<file path="config.mk">
export PLATFORM = sky130hd
export DESIGN_NAME = pll_lock_sequencer
export DESIGN_NICKNAME = d
export VERILOG_FILES = /design/src/rtl/pll_lock_sequencer.sv
export SDC_FILE = /design/constraint.sdc
export NUM_CORES = 1
export LEC_CHECK = 0
export CAP_MARGIN = 20
export CORE_MARGIN = 3
export CORE_UTILIZATION = 35
export CTS_BUF_LIST = sky130_fd_sc_hd__clkbuf_8
export CTS_CLUSTER_SIZE = 14
export DETAILED_ROUTE_END_ITERATION = 8
export GPL_TIMING_DRIVEN = 0
export SYNTH_ARGS = -nofsm -noshare
export SYNTH_HDL_FRONTEND = slang
export SYNTH_SLANG_ARGS = --single-unit
</file>
<file path="constraint.sdc">
create_clock -name REFERENCECLK -period 4.6 [get_ports REFERENCECLK]
set_clock_uncertainty 0.2 [all_clocks]
set_input_delay 1.38 -clock REFERENCECLK [delete_from_list [all_inputs] [get_ports REFERENCECLK]]
set_output_delay 1.38 -clock REFERENCECLK [all_outputs]
set_load 0.02 [all_outputs]
</file>
<file path="src/rtl/pll_lock_sequencer.sv">
// PLL reset/lock sequencer.
// Holds the PLL in reset, waits for lock, and releases the system reset
// only after lock has stayed high for STABLE_CYCLES. A lock timeout or a
// lock drop during stabilization costs one retry. A lock drop in RUN starts
// a new sequence with a fresh retry budget. When the budget is spent the
// block parks in FAULT until RESTART or RESET.
//
//   state     | meaning
//   ----------+---------------------------------------------------------
//   HOLD      | PLL_RESETB low, counting HOLD_CYCLES
//   WAIT_LOCK | PLL_RESETB high, waiting up to LOCK_TIMEOUT for lock_s
//   STABILIZE | lock_s seen, requiring STABLE_CYCLES of continuous lock
//   RUN       | system reset released, READY high, watching for lock loss
//   FAULT     | retry budget spent, PLL held in reset, waiting for RESTART
module pll_lock_sequencer #(
  parameter int HOLD_CYCLES   = 16,
  parameter int LOCK_TIMEOUT  = 16000,
  parameter int STABLE_CYCLES = 256,
  parameter int MAX_RETRIES   = 3,
  parameter int CNT_W         = 16
) (
  input  logic       REFERENCECLK,
  input  logic       RESET,
  input  logic       PLL_LOCK,
  input  logic       RESTART,
  output logic       PLL_RESETB,
  output logic       SYS_RESETN,
  output logic       READY,
  output logic       FAULT,
  output logic       LOCK_LOST,
  output logic [1:0] RETRY_CNT
);

  typedef enum logic [2:0] {
    S_HOLD      = 3'd0,
    S_WAIT_LOCK = 3'd1,
    S_STABILIZE = 3'd2,
    S_RUN       = 3'd3,
    S_FAULT     = 3'd4
  } state_t;

  localparam logic [CNT_W-1:0] HOLD_LAST   = CNT_W'(HOLD_CYCLES - 1);
  localparam logic [CNT_W-1:0] TIMEOUT_LAST = CNT_W'(LOCK_TIMEOUT - 1);
  localparam logic [CNT_W-1:0] STABLE_LAST = CNT_W'(STABLE_CYCLES - 1);
  localparam logic [1:0]       RETRY_MAX   = 2'(MAX_RETRIES);

  state_t           state_q, state_d;
  logic [CNT_W-1:0] cnt_q, cnt_d;
  logic [1:0]       retry_q, retry_d;
  logic             sync1_q, lock_s_q;
  logic             pll_resetb_q, pll_resetb_d;
  logic             sys_resetn_q, sys_resetn_d;
  logic             ready_q, ready_d;
  logic             fault_q, fault_d;
  logic             lock_lost_q, lock_lost_d;
  logic             fail_attempt;

  // Two-flop synchronizer for the asynchronous PLL lock flag.
  always_ff @(posedge REFERENCECLK or negedge RESET) begin
    if (!RESET) begin
      sync1_q  <= 1'b0;
      lock_s_q <= 1'b0;
    end else begin
      sync1_q  <= PLL_LOCK;
      lock_s_q <= sync1_q;
    end
  end

  // State, counter, retry and registered outputs.
  always_ff @(posedge REFERENCECLK or negedge RESET) begin
    if (!RESET) begin
      state_q      <= S_HOLD;
      cnt_q        <= '0;
      retry_q      <= 2'd0;
      pll_resetb_q <= 1'b0;
      sys_resetn_q <= 1'b0;
      ready_q      <= 1'b0;
      fault_q      <= 1'b0;
      lock_lost_q  <= 1'b0;
    end else begin
      state_q      <= state_d;
      cnt_q        <= cnt_d;
      retry_q      <= retry_d;
      pll_resetb_q <= pll_resetb_d;
      sys_resetn_q <= sys_resetn_d;
      ready_q      <= ready_d;
      fault_q      <= fault_d;
      lock_lost_q  <= lock_lost_d;
    end
  end

  // Next-state decode; outputs derive from the next state so they move with it.
  always_comb begin
    state_d      = state_q;
    cnt_d        = cnt_q;
    retry_d      = retry_q;
    lock_lost_d  = 1'b0;
    fail_attempt = 1'b0;

    if (RESTART) begin
      state_d = S_HOLD;
      cnt_d   = '0;
      retry_d = 2'd0;
    end else begin
      case (state_q)
        S_HOLD: begin
          if (cnt_q == HOLD_LAST) begin
            state_d = S_WAIT_LOCK;
            cnt_d   = '0;
          end else begin
            cnt_d = cnt_q + CNT_W'(1);
          end
        end
        S_WAIT_LOCK: begin
          // Lock wins over a timeout landing on the same cycle.
          if (lock_s_q) begin
            state_d = S_STABILIZE;
            cnt_d   = '0;
          end else if (cnt_q == TIMEOUT_LAST) begin
            fail_attempt = 1'b1;
          end else begin
            cnt_d = cnt_q + CNT_W'(1);
          end
        end
        S_STABILIZE: begin
          if (!lock_s_q) begin
            fail_attempt = 1'b1;
          end else if (cnt_q == STABLE_LAST) begin
            state_d = S_RUN;
            cnt_d   = '0;
          end else begin
            cnt_d = cnt_q + CNT_W'(1);
          end
        end
        S_RUN: begin
          if (!lock_s_q) begin
            state_d     = S_HOLD;
            cnt_d       = '0;
            retry_d     = 2'd0;
            lock_lost_d = 1'b1;
          end
        end
        S_FAULT: begin
          cnt_d = '0;
        end
        default: begin
          state_d = S_HOLD;
          cnt_d   = '0;
        end
      endcase

      if (fail_attempt) begin
        cnt_d = '0;
        if (retry_q == RETRY_MAX) begin
          state_d = S_FAULT;
        end else begin
          state_d = S_HOLD;
          retry_d = retry_q + 2'd1;
        end
      end
    end

    pll_resetb_d = (state_d == S_WAIT_LOCK) || (state_d == S_STABILIZE) || (state_d == S_RUN);
    sys_resetn_d = (state_d == S_RUN);
    ready_d      = (state_d == S_RUN);
    fault_d      = (state_d == S_FAULT);
  end

  assign PLL_RESETB = pll_resetb_q;
  assign SYS_RESETN = sys_resetn_q;
  assign READY      = ready_q;
  assign FAULT      = fault_q;
  assign LOCK_LOST  = lock_lost_q;
  assign RETRY_CNT  = retry_q;

endmodule
</file>
==> results.cfg <==
[cts]
clkLatencyLatePin_ns = 0.27
cts_buffer_depth = 2
cts_buffers = 3
root_buffer = clkbuf_8
cts_tree = yes
post_cts_resize_count = 0
cts-htree-levels = 1
cts.sinks = 27
clk_pin_slew_worst_paths_ns = 0.09
post_cts_buffers = 0
cts_hold_buf = 0

[flow_run]
drv_cap = 0

[floorplanning]
rows = 23
ioPinCount = 11
start_util_pct = 36.54
fp.dieW_um = 71.09
core-area_um2 = 4058
fp.dieH_um = 71.09
dieArea_um2 = 5053

[logic_synthesis]
synth_edf_count = 0
synth_warnings = 0
syn_area_um2 = 1483
synth-compound-area-share_pct = 18.90
ys_seq_area_share_pct = 45.57
yosysTopAreaCellShare_pct = 45.57
syn_avg_cell_area_um2 = 10.16
synthDistinctLibCells = 40
synth.most_common_cell = dfrtp_1
synth_top_area_cell = dfrtp_1
synth-adder-area-share_pct = 1.688
synth_xor_area_share_pct = 0.5907
synth_seq_cells = 27
synth_mux_area_share_pct = 2.869
synth_area_leaders = dfrtp_1 (46%), nor2_1 (4.6%), a221o_1 (4.1%)
synthFlopType = dfrtp_1
yosys.area_share.simple_pct = 26.50
syn_nets = 152
synth_top_family_by_area = simple AND/OR/NAND/NOR gates
synthTopCellsByCount = dfrtp_1 (27), nor2_1 (18), nand2_1 (10)
synthCells = 146
synthArstFlopShare_pct = 100.0

[detailed_routing]
drt-initial-drc-count = 57
vias_per_cell = 5.419
finalWirelength_mm = 3.006
antenna_left = 0
via_count = 1138
drc = 0
wl_per_cell_um = 14.31
first_pass_iters = 4

[placement]
dp_hpwl_mm = 2.191
port_buffers = 9
gp_congestion = 0.8357

[pwr]
p_leak_nw = 0.8125
irDropWorstVdd_v = 0.0001163
pwr-share-clk_pct = 33.5
power_frac_comb_pct = 5.6
power.internal_mw = 0.3097
powerDensity_nw_per_um2 = 235.9
swShare_pct = 22.56
power.switching_mw = 0.09022
power_frac_seq_pct = 60.9

[min_path]
hold_start = sync1_q
hold_class = register to register
hold_path_depth = 0
holdPathEnd = lock_s_q

[setup_path]
end_kind = register
crit_required_ns = 4.59
cp.arrival_ns = 2.95
worstPathMaxFanout = 10
critPathKind = input port to register
r2r_start = cnt_q[0]
regToRegSetupSlack_ns = 1.97
cp-start-kind = input port
r2r_cells = 8
r2r_end = cnt_q[2]

[timing]
relSlewSlack_pct = 56.38
setup_viol = 0
whs_ns = 0.1538
rsz0062_at_grt = no
period_share_pct = 64.41
finalSetupTns_ns = 0
fin_crit_ns = 2.963
hold_viol_final = 0
max_freq_mhz = 337.5
tightest_slew_ns = 0.6523
slew_violations = 0

[finish]
drive_gt1_share_pct = 11.88
final_nets = 167
antennaDiodeCount = 0
area_growth_pct = 14.35

[global_routing]
antenna_found_initial = 0
gr-total-overflow = 0
grt_pass1_vias = 1171
grt_pass1_wl_mm = 5.354
grt_util_all_layers_pct = 12.92
grt_start_max_net_pins = 15

[run_status]
status = finished, final reports clean
-- cell families (layout without fill, tap and decap cells) --
logic type,count (synthesis),in the layout
flip-flops,27,27
adder cells (fa/ha/maj),2,2
multiplexers,4,4
XOR/XNOR,1,1
AO/OA/AOI/OAI,31,31
buffers and inverters,10,24
AND/OR/NAND/NOR,71,71
-- placed cells by master (no fill, tap or decap), types with 3 or more instances in the layout --
master | synthesis | final
a21oi_1 | 4 | 4
clkbuf_8 | 0 | 3
nand4_1 | 3 | 3
and3_1 | 9 | 9
nor3_1 | 3 | 3
a22o_1 | 5 | 5
dfrtp_1 | 27 | 27
nor2_1 | 18 | 18
and4_1 | 3 | 3
o21ai_0 | 4 | 4
nand2_1 | 10 | 10
inv_1 | 4 | 5
nand3_1 | 7 | 7
clkdlybuf4s50_1 | 0 | 9
a221o_1 | 6 | 6
a21o_1 | 4 | 4
nand2b_1 | 3 | 3
or2_2 | 3 | 3
-- flip-flops by register name (all words and copies together) (netlist names) --
name        count
FAULT           1
LOCK_LOST       1
PLL_RESETB      1
READY           1
RETRY_CNT       2
cnt_q          16
lock_s_q        1
state_q         3
sync1_q         1
-- power by group through the flow --
stage / Clock (mW) / Combinational, mW / Sequential, mW
final: 0.134 / 0.0226 / 0.243
after detailed placement: 0 / 0.0231 / 0.248
after CTS: 0.138 / 0.0233 / 0.243
after global routing: 0.148 / 0.0259 / 0.244
after global placement: 0 / 0.0210 / 0.248
after floorplan: 0 / 0.0122 / 0.247
-- routing by layer --
layer | GRT usage, % | up-vias | part of all wire [%]
li1 | - | 561 | -
met1 | 16.50 | 556 | 48
met2 | 22.35 | 19 | 48
met3 | 2.557 | 2 | 3.8
met4 | 3.340 | 0 | 0.63
met5 | 0 | - | 0
-- final cells by class --
cell class,instances,area [µm²]
plain buffers,6,42.54
clock buffers,3,41.29
clock inverters,1,3.754
fillers,381,2362
inverters,4,15.01
multi-input cells,109,749.5
flip-flops and latches,27,675.6
well taps,50,62.56
repair buffers,10,105.1
-- worst max-delay path by stage --
stage	slack, ns	start	depth (start not counted)	end
after floorplan	1.70	RESTART	6	cnt_q[2]
after global placement	1.41	RESTART	6	cnt_q[2]
after detailed placement	1.34	RESTART	6	cnt_q[2]
after CTS	1.62	RESTART	6	cnt_q[2]
after global routing	1.52	RESTART	6	cnt_q[2]
final	1.64	RESTART	6	cnt_q[2]
-- through the flow --
step | power (mW) | cells | setup WS, ns | utilization, % | instance area (µm²)
floorplan | 0.2595 | 146 | 1.699 | - | 1483
global placement | 0.2689 | 205 | 1.407 | 40.30 | 1635
detailed placement | 0.2712 | 206 | 1.339 | 40.67 | 1650
CTS | 0.4043 | 210 | 1.616 | 41.78 | 1695
global route | 0.4180 | 210 | 1.520 | 41.78 | 1695
finish | 0.3999 | 210 | 1.637 | 41.78 | 1695
-- critical path, stage by stage --
cell and delay, ns:
clkbuf_1 0.16, or2_2 0.36, a311oi_4 0.48, buf_2 0.32
a21oi_1 0.10, mux2i_1 0.15
Power figures use the tool's default switching activity.
